===== src/rtl/adc_ctrl_pkg.sv =====
// Shared definitions for the ADC receiver control blocks: tap/window widths,
// calibration state encoding and the window-centre helper.
package adc_ctrl_pkg;

  localparam int TAP_W    = 5;
  localparam int WIN_W    = 6;
  localparam int SRST_CYC = 4;

  typedef enum logic [2:0] {
    ST_IDLE,
    ST_SRST,
    ST_SET,
    ST_SETTLE,
    ST_CHECK,
    ST_EVAL,
    ST_FINISH
  } cal_state_t;

  // Centre tap of a window, rounding towards the window start.
  // A window never runs past tap 31, so the sum always fits in TAP_W bits.
  function automatic logic [TAP_W-1:0] win_center(input logic [TAP_W-1:0] start,
                                                  input logic [WIN_W-1:0] len);
    logic [WIN_W-1:0] sum;
    sum = {1'b0, start} + ((len - WIN_W'(1)) >> 1);
    return sum[TAP_W-1:0];
  endfunction

endpackage


===== src/rtl/adc_win_track.sv =====
// Tracks the current run of passing taps and keeps the longest one seen.
// A later run must be strictly longer to displace an earlier one.
module adc_win_track
  import adc_ctrl_pkg::*;
(
  input  logic             CLK_DIV_IN,
  input  logic             IO_RESET,
  input  logic             valid,
  input  logic             pass,
  input  logic [TAP_W-1:0] tap,
  input  logic             clear,
  output logic [TAP_W-1:0] best_start,
  output logic [WIN_W-1:0] best_len
);

  logic [TAP_W-1:0] cur_start;
  logic [WIN_W-1:0] cur_len;
  logic [WIN_W-1:0] next_len;
  logic [TAP_W-1:0] next_start;

  assign next_len   = cur_len + WIN_W'(1);
  assign next_start = (cur_len == '0) ? tap : cur_start;

  always_ff @(posedge CLK_DIV_IN or posedge IO_RESET) begin
    if (IO_RESET) begin
      cur_start  <= '0;
      cur_len    <= '0;
      best_start <= '0;
      best_len   <= '0;
    end else if (clear) begin
      cur_start  <= '0;
      cur_len    <= '0;
      best_start <= '0;
      best_len   <= '0;
    end else if (valid) begin
      if (pass) begin
        cur_start <= next_start;
        cur_len   <= next_len;
        if (next_len > best_len) begin
          best_start <= next_start;
          best_len   <= next_len;
        end
      end else begin
        cur_len <= '0;
      end
    end
  end

endmodule


===== src/rtl/adc_tap_calib.sv =====
// Input-delay tap sweep for a single ADC lane: scores every tap against the
// ADC test pattern and parks the delay in the centre of the widest clean window.
//
// state  | meaning
// IDLE   | waiting for START, results held
// SRST   | ISERDES held in reset for SRST_CYC cycles
// SET    | new tap presented on TAP_OUT
// SETTLE | minimum settle time plus wait for TAP_MON to echo TAP_OUT
// CHECK  | CHECK_CYC samples compared against PATTERN, no early exit
// EVAL   | tap verdict folded into the window tracker
// FINISH | centre tap applied, DONE or FAIL raised
module adc_tap_calib
  import adc_ctrl_pkg::*;
#(
  parameter logic [15:0] PATTERN    = 16'hA55A,
  parameter int          SETTLE_CYC = 8,
  parameter int          CHECK_CYC  = 64,
  parameter int          MIN_WIN    = 4
) (
  input  logic             CLK_DIV_IN,
  input  logic             IO_RESET,
  input  logic             START,
  input  logic [15:0]      ADC_DATA,
  input  logic [TAP_W-1:0] TAP_MON,
  output logic [TAP_W-1:0] TAP_OUT,
  output logic             SERDES_RST,
  output logic             BUSY,
  output logic             DONE,
  output logic             FAIL,
  output logic [TAP_W-1:0] WIN_START,
  output logic [WIN_W-1:0] WIN_LEN
);

  localparam int               CNT_W     = 10;
  localparam logic [CNT_W-1:0] SRST_LD   = CNT_W'(SRST_CYC - 1);
  localparam logic [CNT_W-1:0] SETTLE_LD = CNT_W'(SETTLE_CYC - 1);
  localparam logic [CNT_W-1:0] CHECK_LD  = CNT_W'(CHECK_CYC - 1);
  localparam logic [WIN_W-1:0] MIN_WIN_V = WIN_W'(MIN_WIN);
  localparam logic [TAP_W-1:0] TAP_LAST  = '1;

  cal_state_t       state;
  logic [CNT_W-1:0] cnt;
  logic [TAP_W-1:0] tap_idx;
  logic             tap_ok;
  logic             win_valid;
  logic             win_clear;
  logic [TAP_W-1:0] best_start;
  logic [WIN_W-1:0] best_len;

  assign win_valid = (state == ST_EVAL);
  assign win_clear = (state == ST_IDLE) && START;

  adc_win_track u_win_track (
    .CLK_DIV_IN (CLK_DIV_IN),
    .IO_RESET   (IO_RESET),
    .valid      (win_valid),
    .pass       (tap_ok),
    .tap        (tap_idx),
    .clear      (win_clear),
    .best_start (best_start),
    .best_len   (best_len)
  );

  always_ff @(posedge CLK_DIV_IN or posedge IO_RESET) begin
    if (IO_RESET) begin
      state      <= ST_IDLE;
      cnt        <= '0;
      tap_idx    <= '0;
      tap_ok     <= 1'b0;
      TAP_OUT    <= '0;
      SERDES_RST <= 1'b1;
      BUSY       <= 1'b0;
      DONE       <= 1'b0;
      FAIL       <= 1'b0;
      WIN_START  <= '0;
      WIN_LEN    <= '0;
    end else begin
      case (state)
        ST_IDLE: begin
          SERDES_RST <= 1'b0;
          if (START) begin
            DONE       <= 1'b0;
            FAIL       <= 1'b0;
            WIN_START  <= '0;
            WIN_LEN    <= '0;
            tap_idx    <= '0;
            BUSY       <= 1'b1;
            SERDES_RST <= 1'b1;
            cnt        <= SRST_LD;
            state      <= ST_SRST;
          end
        end
        ST_SRST: begin
          if (cnt == '0) begin
            SERDES_RST <= 1'b0;
            tap_idx    <= '0;
            TAP_OUT    <= '0;
            state      <= ST_SET;
          end else begin
            cnt <= cnt - CNT_W'(1);
          end
        end
        ST_SET: begin
          cnt   <= SETTLE_LD;
          state <= ST_SETTLE;
        end
        ST_SETTLE: begin
          // Settle time is a floor; a slow receiver stretches it via TAP_MON.
          if (cnt != '0) begin
            cnt <= cnt - CNT_W'(1);
          end else if (TAP_MON == TAP_OUT) begin
            cnt    <= CHECK_LD;
            tap_ok <= 1'b1;
            state  <= ST_CHECK;
          end
        end
        ST_CHECK: begin
          tap_ok <= tap_ok & (ADC_DATA == PATTERN);
          if (cnt == '0) begin
            state <= ST_EVAL;
          end else begin
            cnt <= cnt - CNT_W'(1);
          end
        end
        ST_EVAL: begin
          if (tap_idx == TAP_LAST) begin
            state <= ST_FINISH;
          end else begin
            tap_idx <= tap_idx + TAP_W'(1);
            TAP_OUT <= tap_idx + TAP_W'(1);
            state   <= ST_SET;
          end
        end
        ST_FINISH: begin
          WIN_START <= best_start;
          WIN_LEN   <= best_len;
          BUSY      <= 1'b0;
          state     <= ST_IDLE;
          if (best_len >= MIN_WIN_V) begin
            TAP_OUT <= win_center(best_start, best_len);
            DONE    <= 1'b1;
          end else begin
            TAP_OUT <= '0;
            FAIL    <= 1'b1;
          end
        end
        default: state <= ST_IDLE;
      endcase
    end
  end

endmodule


===== config.mk =====
export PLATFORM = sky130hd
export DESIGN_NAME = adc_tap_calib
export DESIGN_NICKNAME = d
export VERILOG_FILES = /design/src/rtl/adc_ctrl_pkg.sv /design/src/rtl/adc_win_track.sv /design/src/rtl/adc_tap_calib.sv
export SDC_FILE = /design/constraint.sdc
export NUM_CORES = 1
export LEC_CHECK = 0
export ABC_CLOCK_PERIOD_IN_PS = 5400
export BUFFER_PORTS_ARGS = -buffer_cell sky130_fd_sc_hd__clkbuf_2
export CAP_MARGIN = 5
export CORE_MARGIN = 2
export CORE_UTILIZATION = 40
export CTS_CLUSTER_SIZE = 10
export DETAILED_ROUTE_END_ITERATION = 6
export PLACE_DENSITY = 0.55
export RECOVER_POWER = 50
export SYNTH_ARGS = -nofsm -noshare
export SYNTH_HDL_FRONTEND = slang
export SYNTH_SLANG_ARGS = --single-unit

===== constraint.sdc =====
create_clock -name CLK_DIV_IN -period 5.4 [get_ports CLK_DIV_IN]
set_input_delay 0 -clock CLK_DIV_IN [delete_from_list [all_inputs] [get_ports CLK_DIV_IN]]
set_output_delay 0 -clock CLK_DIV_IN [all_outputs]
set_load 0.05 [all_outputs]

==> results of run 1 <==
[metal layers]
| layer | global-route usage | vias up | share of wire |
|---|---|---|---|
| met2 | 0.275 | 46 | 0.48 |
| li1 | - | 1366 | - |
| met5 | 0 | - | 0 |
| met1 | 0.236 | 1322 | 0.48 |
| met3 | 0.0281 | 8 | 0.033 |
| met4 | 0.0622 | 0 | 0.011 |
[worst reg2reg max path, cell delays in order (launching register included)]
cell     delay (ns)
dfrtp_1        0.45
ha_1           0.26
nand3_1        0.11
xnor2_1        0.26
ha_1           0.30
a21oi_1        0.17
nor2b_1        0.07
o31ai_2        0.90
mux2_2         0.42
[Yosys cell counts (6+ instances only)]
master and n:
nand3_1 10, mux2i_1 17, nor2b_1 6, nor3_1 6
inv_1 16, o21ai_0 20, dfrtp_1 60, buf_2 6
nor2_1 31, mux2_2 9, a22o_1 13, a21oi_1 16
ha_1 17, nand2_1 25, xnor2_1 16
[cell type report]
type	count	area, sq um
Clock buffer	12	155
Clock inverter	4	95.1
Fill cell	839	4610
Inverter	17	63.8
Multi-Input combinational cell	262	1960
Sequential cell	61	1530
Tap cell	108	135
Timing Repair Buffer	47	220
[cell families (layout without fill, tap and decap cells)]
family	after synthesis	after routing	share of synthesized area
simple gates	113	113	0.180
fa+ha+maj	18	18	0.0643
flops	61	61	0.422
compound gates	84	84	0.168
buf+inv	30	80	0.0384
mux	27	27	0.0792
xor+xnor	20	20	0.0484
[state kept, by name, indices dropped and copies added (netlist names), 3 cells and up]
| name | count |
|---|---|
| cnt | 10 |
| tap_idx | 5 |
| u_win_track.cur_start | 5 |
| state | 3 |
| u_win_track.cur_len | 6 |
| WIN_START | 5 |
| u_win_track.best_start | 5 |
| WIN_LEN | 6 |
| u_win_track.best_len | 6 |
| TAP_OUT | 5 |
[repair_timing]
action,4_1_cts,5_1_grt
hold buffers,1,0
endpoints found under the hold margin,60,0
endpoints found under the setup margin,0,0
gates resized for setup,0,0
[power breakdown]
| group | leakage (nW) | internal [mW] | switching [mW] |
|---|---|---|---|
| Combinational | 1.02 | 0.152 | 0.203 |
| Clock | 0.127 | 0.332 | 0.184 |
| Sequential | 0.754 | 0.521 | 0.0940 |
| Total | 1.90 | 1.00 | 0.481 |
[final timing paths]
kind	start	end	slack (ns)	cells past startpoint
worst max-delay path	IO_RESET	tap_idx[2]$_DFFE_PP0P_	2.09	4
worst min-delay path	START	state[0]$_DFFE_PP0P_	0.08	3
worst max register to register	u_win_track.cur_len[0]$_DFFE_PP0P_	u_win_track.best_len[1]$_DFFE_PP0P_	2.34	8
worst min register to register	DONE$_DFFE_PP0P_	DONE$_DFFE_PP0P_	0.48	2
max in group CLK_DIV_IN	u_win_track.cur_len[0]$_DFFE_PP0P_	u_win_track.best_len[1]$_DFFE_PP0P_	2.34	8
min in group asynchronous	IO_RESET	WIN_START[4]$_DFFE_PP0P_	1.44	4
[stage by stage]
stage	std cells	hold slack (ns)
after floorplan	353	0.250
after global placement	494	0.267
after detailed placement	494	0.266
after CTS	511	0.0614
after global routing	511	0.0832
final	511	0.0776
==> impl_metrics.ini, run 1 <==
[detailed_routing]
post-route-drc-count = 0
wirelength_mm = 8.07
drt_pass1_iterations = 4
vias = 2742
routed_via_density = 5.37
drtIter0Drc = 104
ant_nets = 0
post_drt_wl_per_cell_microns = 15.8

[setup_path]
crit_top_cell = clkbuf_1
crit_arrival_ns = 3.01
max_stage_delay_ns = 2.30
critical_path.max_fanout = 61
crit_slowest_cell = clkbuf_1
startpoint_type = input pin
worstSetupPathType = input pin to async pin
endpoint_kind = async pin
cp_top_family = buffers and inverters
required_ns = 5.10
path_buf_inv = 4
worstPathCellList = dlygate4sd3_1 -> clkbuf_1 -> clkinv_1 -> clkbuf_1

[final_layout]
area_growth_pct = 14.8
fin_nets = 440
diodes = 0
postLayoutCoreUtil = 0.474
layout_commonest_cell = dfrtp_1
drive_above_1_share = 0.169
most-common-layout-cells = 60 x dfrtp_1, 31 x nor2_1, 25 x nand2_1
postLayoutCellArea_sq_um = 4150

[synthesis]
synth_nets = 395
synthArstFlopShare = 1.00
netlist_area_sq_um = 3620
yosysWarnings = 0
synth_edf_count = 0
synth_cell_type_count = 66
ys_seq_area_frac = 0.422
synth_area_leaders = dfrtp_1 41%, ha_1 5.9%, mux2i_1 4.7%
syn_inst = 353
synth_top_area_share = 0.415
synth_seq_cells = 61
synth_top_area_cell = dfrtp_1
syn_avg_cell_area_sq_um = 10.3
ys.flop_type = dfrtp_1

[sta]
hold_viol = 0
fmax_ghz = 0.302
setup_slack_ns = 2.09
period_share = 0.614
fin_crit_ns = 3.31
setup_tns_ns = 0
setup_viol = 0
worst_pin_slew_ns = 3.29
worst_slew_margin_rel = -1.19
clock_skew_ns = 0.0137
maxSlewViolCount = 62
rsz0062_at_grt = false

[floorplanning]
chipWidth_microns = 99.1
pin_count = 44
start_util = 0.413
die_y_microns = 99.1
die_area_sq_um = 9820
core-area_sq_um = 8760
fp-row-count = 34

[placement]
post_dp_cell_area_sq_um = 3920
hpwl_mm = 5.95
dp_slack_ns = 2.34
io_buffers = 43
gp_congestion = 0.795

[power_and_ir_drop]
ir_drop_v = 0.000281
power_density_nw_per_um2 = 358
p_leak_nw = 1.90
power.total_mw = 1.49

[worst_hold_path]
min_path_type = input pin to flop

[grt]
grt_overflow = 0
grt_pass1_vias = 2691
track_usage = 0.172
grt_pass1_wl_mm = 13.5
antenna_found_initial = 0
grt_max_degree = 62

[cts]
cts_tree = built
cts_buffers = 9
clk_path_buf_depth = 2
cts_max_level = 3
cts_root_buffer = clkbuf_8
cts_setup_buffers = 0
cts_sinks = 61
path_clk_slew_ns = 0.07
clk_latency_ns = 0.34

[status]
failed_checks = capacitance limit, slew limit
status = finished, violations left

[run]
maxCapViolations = 1
Note: power is estimated with default switching activity, not from simulation.
==> inputs of run 2 (changes only) <==
--- a/config.mk
+++ b/config.mk
@@ -5,14 +5,15 @@
 export SDC_FILE = /design/constraint.sdc
 export NUM_CORES = 1
 export LEC_CHECK = 0
-export ABC_CLOCK_PERIOD_IN_PS = 5400
+export ABC_AREA = 1
+export ABC_CLOCK_PERIOD_IN_PS = 2900
 export BUFFER_PORTS_ARGS = -buffer_cell sky130_fd_sc_hd__clkbuf_2
 export CAP_MARGIN = 5
 export CORE_MARGIN = 2
 export CORE_UTILIZATION = 40
 export CTS_CLUSTER_SIZE = 10
 export DETAILED_ROUTE_END_ITERATION = 6
-export PLACE_DENSITY = 0.55
+export PLACE_DENSITY = 0.57
 export RECOVER_POWER = 50
 export SYNTH_ARGS = -nofsm -noshare
 export SYNTH_HDL_FRONTEND = slang
==> constraint.sdc (replaced) <==
create_clock -name CLK_DIV_IN -period 2.9 [get_ports CLK_DIV_IN]
set_input_delay 0 -clock CLK_DIV_IN [delete_from_list [all_inputs] [get_ports CLK_DIV_IN]]
set_output_delay 0 -clock CLK_DIV_IN [all_outputs]
set_load 0.05 [all_outputs]
==> run 2 against run 1 <==
Against the previous run:
- the run now ends clean
- utilization down 1.2 points
- count of clock-buffer cells in the layout down 3
- combinational power rose to 4.0 times the previous value
- clock skew down 0.0075 ns
- synthesized cell count up 43%
- sequential share of layout area down 0.99 points
- non-clock buffer count down 2
- final cell count up 34%
- critical endpoint is now u_win_track.best_len[2]$_DFFE_PP0P_
- largest cell class unchanged
==> impl_metrics.ini, run 2 <==
[synthesis]
ys_seq_area_frac = 0.402
yosysMostFrequentCell = nand2_1
netlist_area_sq_um = 3800
synth_seq_cells = 61
synth_common_cells = 162 x nand2_1, 63 x inv_1, 60 x dfrtp_1
syn_inst = 505
synth_cell_type_count = 33
synth_top_area_share = 0.396
ys.flop_type = dfrtp_1
synthArstFlopShare = 1.00
synth_nets = 547
syn_avg_cell_area_sq_um = 7.52
yosysWarnings = 0
synth_area_leaders = dfrtp_1 40%, nand2_1 16%, nand3_1 6.6%
synth_top_area_cell = dfrtp_1
synth_edf_count = 0

[power_and_ir_drop]
p_switching_mw = 1.53
swShare = 0.465
pwr-share-clk = 0.216
ir_drop_v = 0.000305
pwr-share-seq = 0.351
p_leak_nw = 2.37
power_frac_comb = 0.433
power_density_nw_per_um2 = 773
p_int_mw = 1.76
power.total_mw = 3.30

[cts]
path_clk_slew_ns = 0.08
cts_root_buffer = clkbuf_8
cts_setup_buffers = 0
clk_path_buf_depth = 2
cts_tree = built
cts_max_level = 3
cts_sinks = 61
cts_resized = 0
cts_buffers = 9
ctsHoldBuffers = 1
clk_latency_ns = 0.34

[grt]
antenna_found_initial = 0
grt_max_degree = 42
track_usage = 0.184
grt_pass1_wl_mm = 15.1
grt_pass1_vias = 3175
grt_overflow = 0

[setup_path]
r2r-start = u_win_track.cur_len[0]$_DFFE_PP0P_
critical_path.startpoint = u_win_track.cur_len[0]$_DFFE_PP0P_
crit_slowest_cell = dfrtp_1
path_buf_inv = 1
worstSetupPathType = flop to flop
critical_path.max_fanout = 12
required_ns = 3.18
max_stage_delay_ns = 0.43
crit_top_cell = nand2_1
cp_top_family = simple AND/OR/NAND/NOR gates
crit_arrival_ns = 2.62
worstPathCellList = ha_1 -> nand3_1 -> xor2_1 -> inv_1 -> ha_1 -> nand2_1 -> nor2_1 -> o21ai_0 -> o211ai_1 -> nand3_4 -> nand2_2 -> nand2_1 -> nand2_1
startpoint_type = flop
endpoint_kind = flop

[final_layout]
fin_cells = 686
diodes = 0
most-common-layout-cells = 162 x nand2_1, 63 x inv_1, 60 x dfrtp_1
top_register = cnt
drive_above_1_share = 0.126
seq_area_sq_um = 1530
multi_input_area_sq_um = 1920
fin_nets = 594
layout_commonest_cell = nand2_1
largest_reg_flops = 10
area_growth_pct = 12.5
postLayoutCoreUtil = 0.462
postLayoutCellArea_sq_um = 4270
fill_cells = 939

[floorplanning]
pin_count = 44
start_util = 0.411
fp-row-count = 35
die_area_sq_um = 10300
die_y_microns = 101
chipWidth_microns = 101
core-area_sq_um = 9240

[sta]
worst_pin_slew_ns = 1.23
worst_slew_margin_rel = 0.176
period_share = 0.805
setup_tns_ns = 0
fmax_ghz = 0.428
setup_viol = 0
hold_viol = 0
clock_skew_ns = 0.00618
rsz0062_at_grt = false
maxSlewViolCount = 0
setup_slack_ns = 0.565
worst_hold_slack_ns = 0.168
fin_crit_ns = 2.34

[detailed_routing]
drt_pass1_iterations = 4
post-route-drc-count = 0
wirelength_mm = 8.47
vias = 3259
routed_via_density = 4.75
ant_nets = 0
drtIter0Drc = 150
post_drt_wl_per_cell_microns = 12.3

[worst_hold_path]
hp-start = START
min_path_type = input pin to flop

[placement]
post_dp_cell_area_sq_um = 4100
dp_slack_ns = 0.591
hpwl_mm = 6.38
gp_congestion = 0.832
dp.cells = 669
io_buffers = 43

[run]
maxCapViolations = 0

[status]
status = finished, final reports clean
[run 2: cell count changes in the layout (fill, tap and decap cells not counted), sizes merged, moves of 10 or more]
cell,delta
nand2,+142
inv,+58
nand3,+43
mux2i,-17
a22o,-14
nand4,+14
xnor2,-13
o21ai,+12
mux2,-10
[run 2: power groups by stage]
stage,logic (mW),clock network [mW],registers [mW]
5_1_grt,1.65,0.777,1.18
4_1_cts,1.46,0.735,1.16
2_1_floorplan,1.10,0,1.24
3_3_place_gp,1.43,0,1.17
6_report,1.43,0.712,1.16
3_5_place_dp,1.45,0,1.17
[run 2: worst reg2reg max path: stages, from the launching register on]
cell      delay (ns)
dfrtp_1         0.43
ha_1            0.25
nand3_1         0.10
xor2_1          0.14
inv_1           0.07
ha_1            0.27
nand2_1         0.06
nor2_1          0.14
o21ai_0         0.10
o211ai_1        0.14
nand3_4         0.20
nand2_2         0.23
nand2_1         0.09
nand2_1         0.06
[run 2: path summary, 6_finish.rpt]
kind	endpoint	slack, ns	depth (start not counted)
worst min-delay path	u_win_track.best_len[3]$_DFFE_PP0P_	0.17	6
worst max register to register	u_win_track.best_len[2]$_DFFE_PP0P_	0.56	13
worst min register to register	DONE$_DFFE_PP0P_	0.48	2
min in group asynchronous	state[0]$_DFFE_PP0P_	0.54	3
worst max-delay path	u_win_track.best_len[2]$_DFFE_PP0P_	0.56	13
max in group asynchronous	u_win_track.cur_start[1]$_DFFE_PP0P_	0.95	4
[run 2: cells by family after synthesis]
| group | synth area share |
|---|---|
| flip-flops | 0.402 |
| XOR/XNOR | 0.0369 |
| AND/OR/NAND/NOR | 0.324 |
| buffers and inverters | 0.0929 |
| AO/OA/AOI/OAI | 0.0827 |
| adder cells (fa/ha/maj) | 0.0613 |
[run 2: layout make-up]
class	instances	area share
Tap cell	129	0.0378
Clock buffer	9	0.0290
Clock inverter	7	0.0138
Timing Repair Buffer	45	0.0481
Sequential cell	61	0.358
Inverter	72	0.0648
Multi-Input combinational cell	363	0.449
[run 2: metal layers]
metal	routed length, microns	vias to the layer above	global-route usage
met5	0	-	0
met4	65	0	0.0624
met3	270	4	0.0304
met2	3940	60	0.296
met1	4200	1493	0.254
li1	-	1702	-
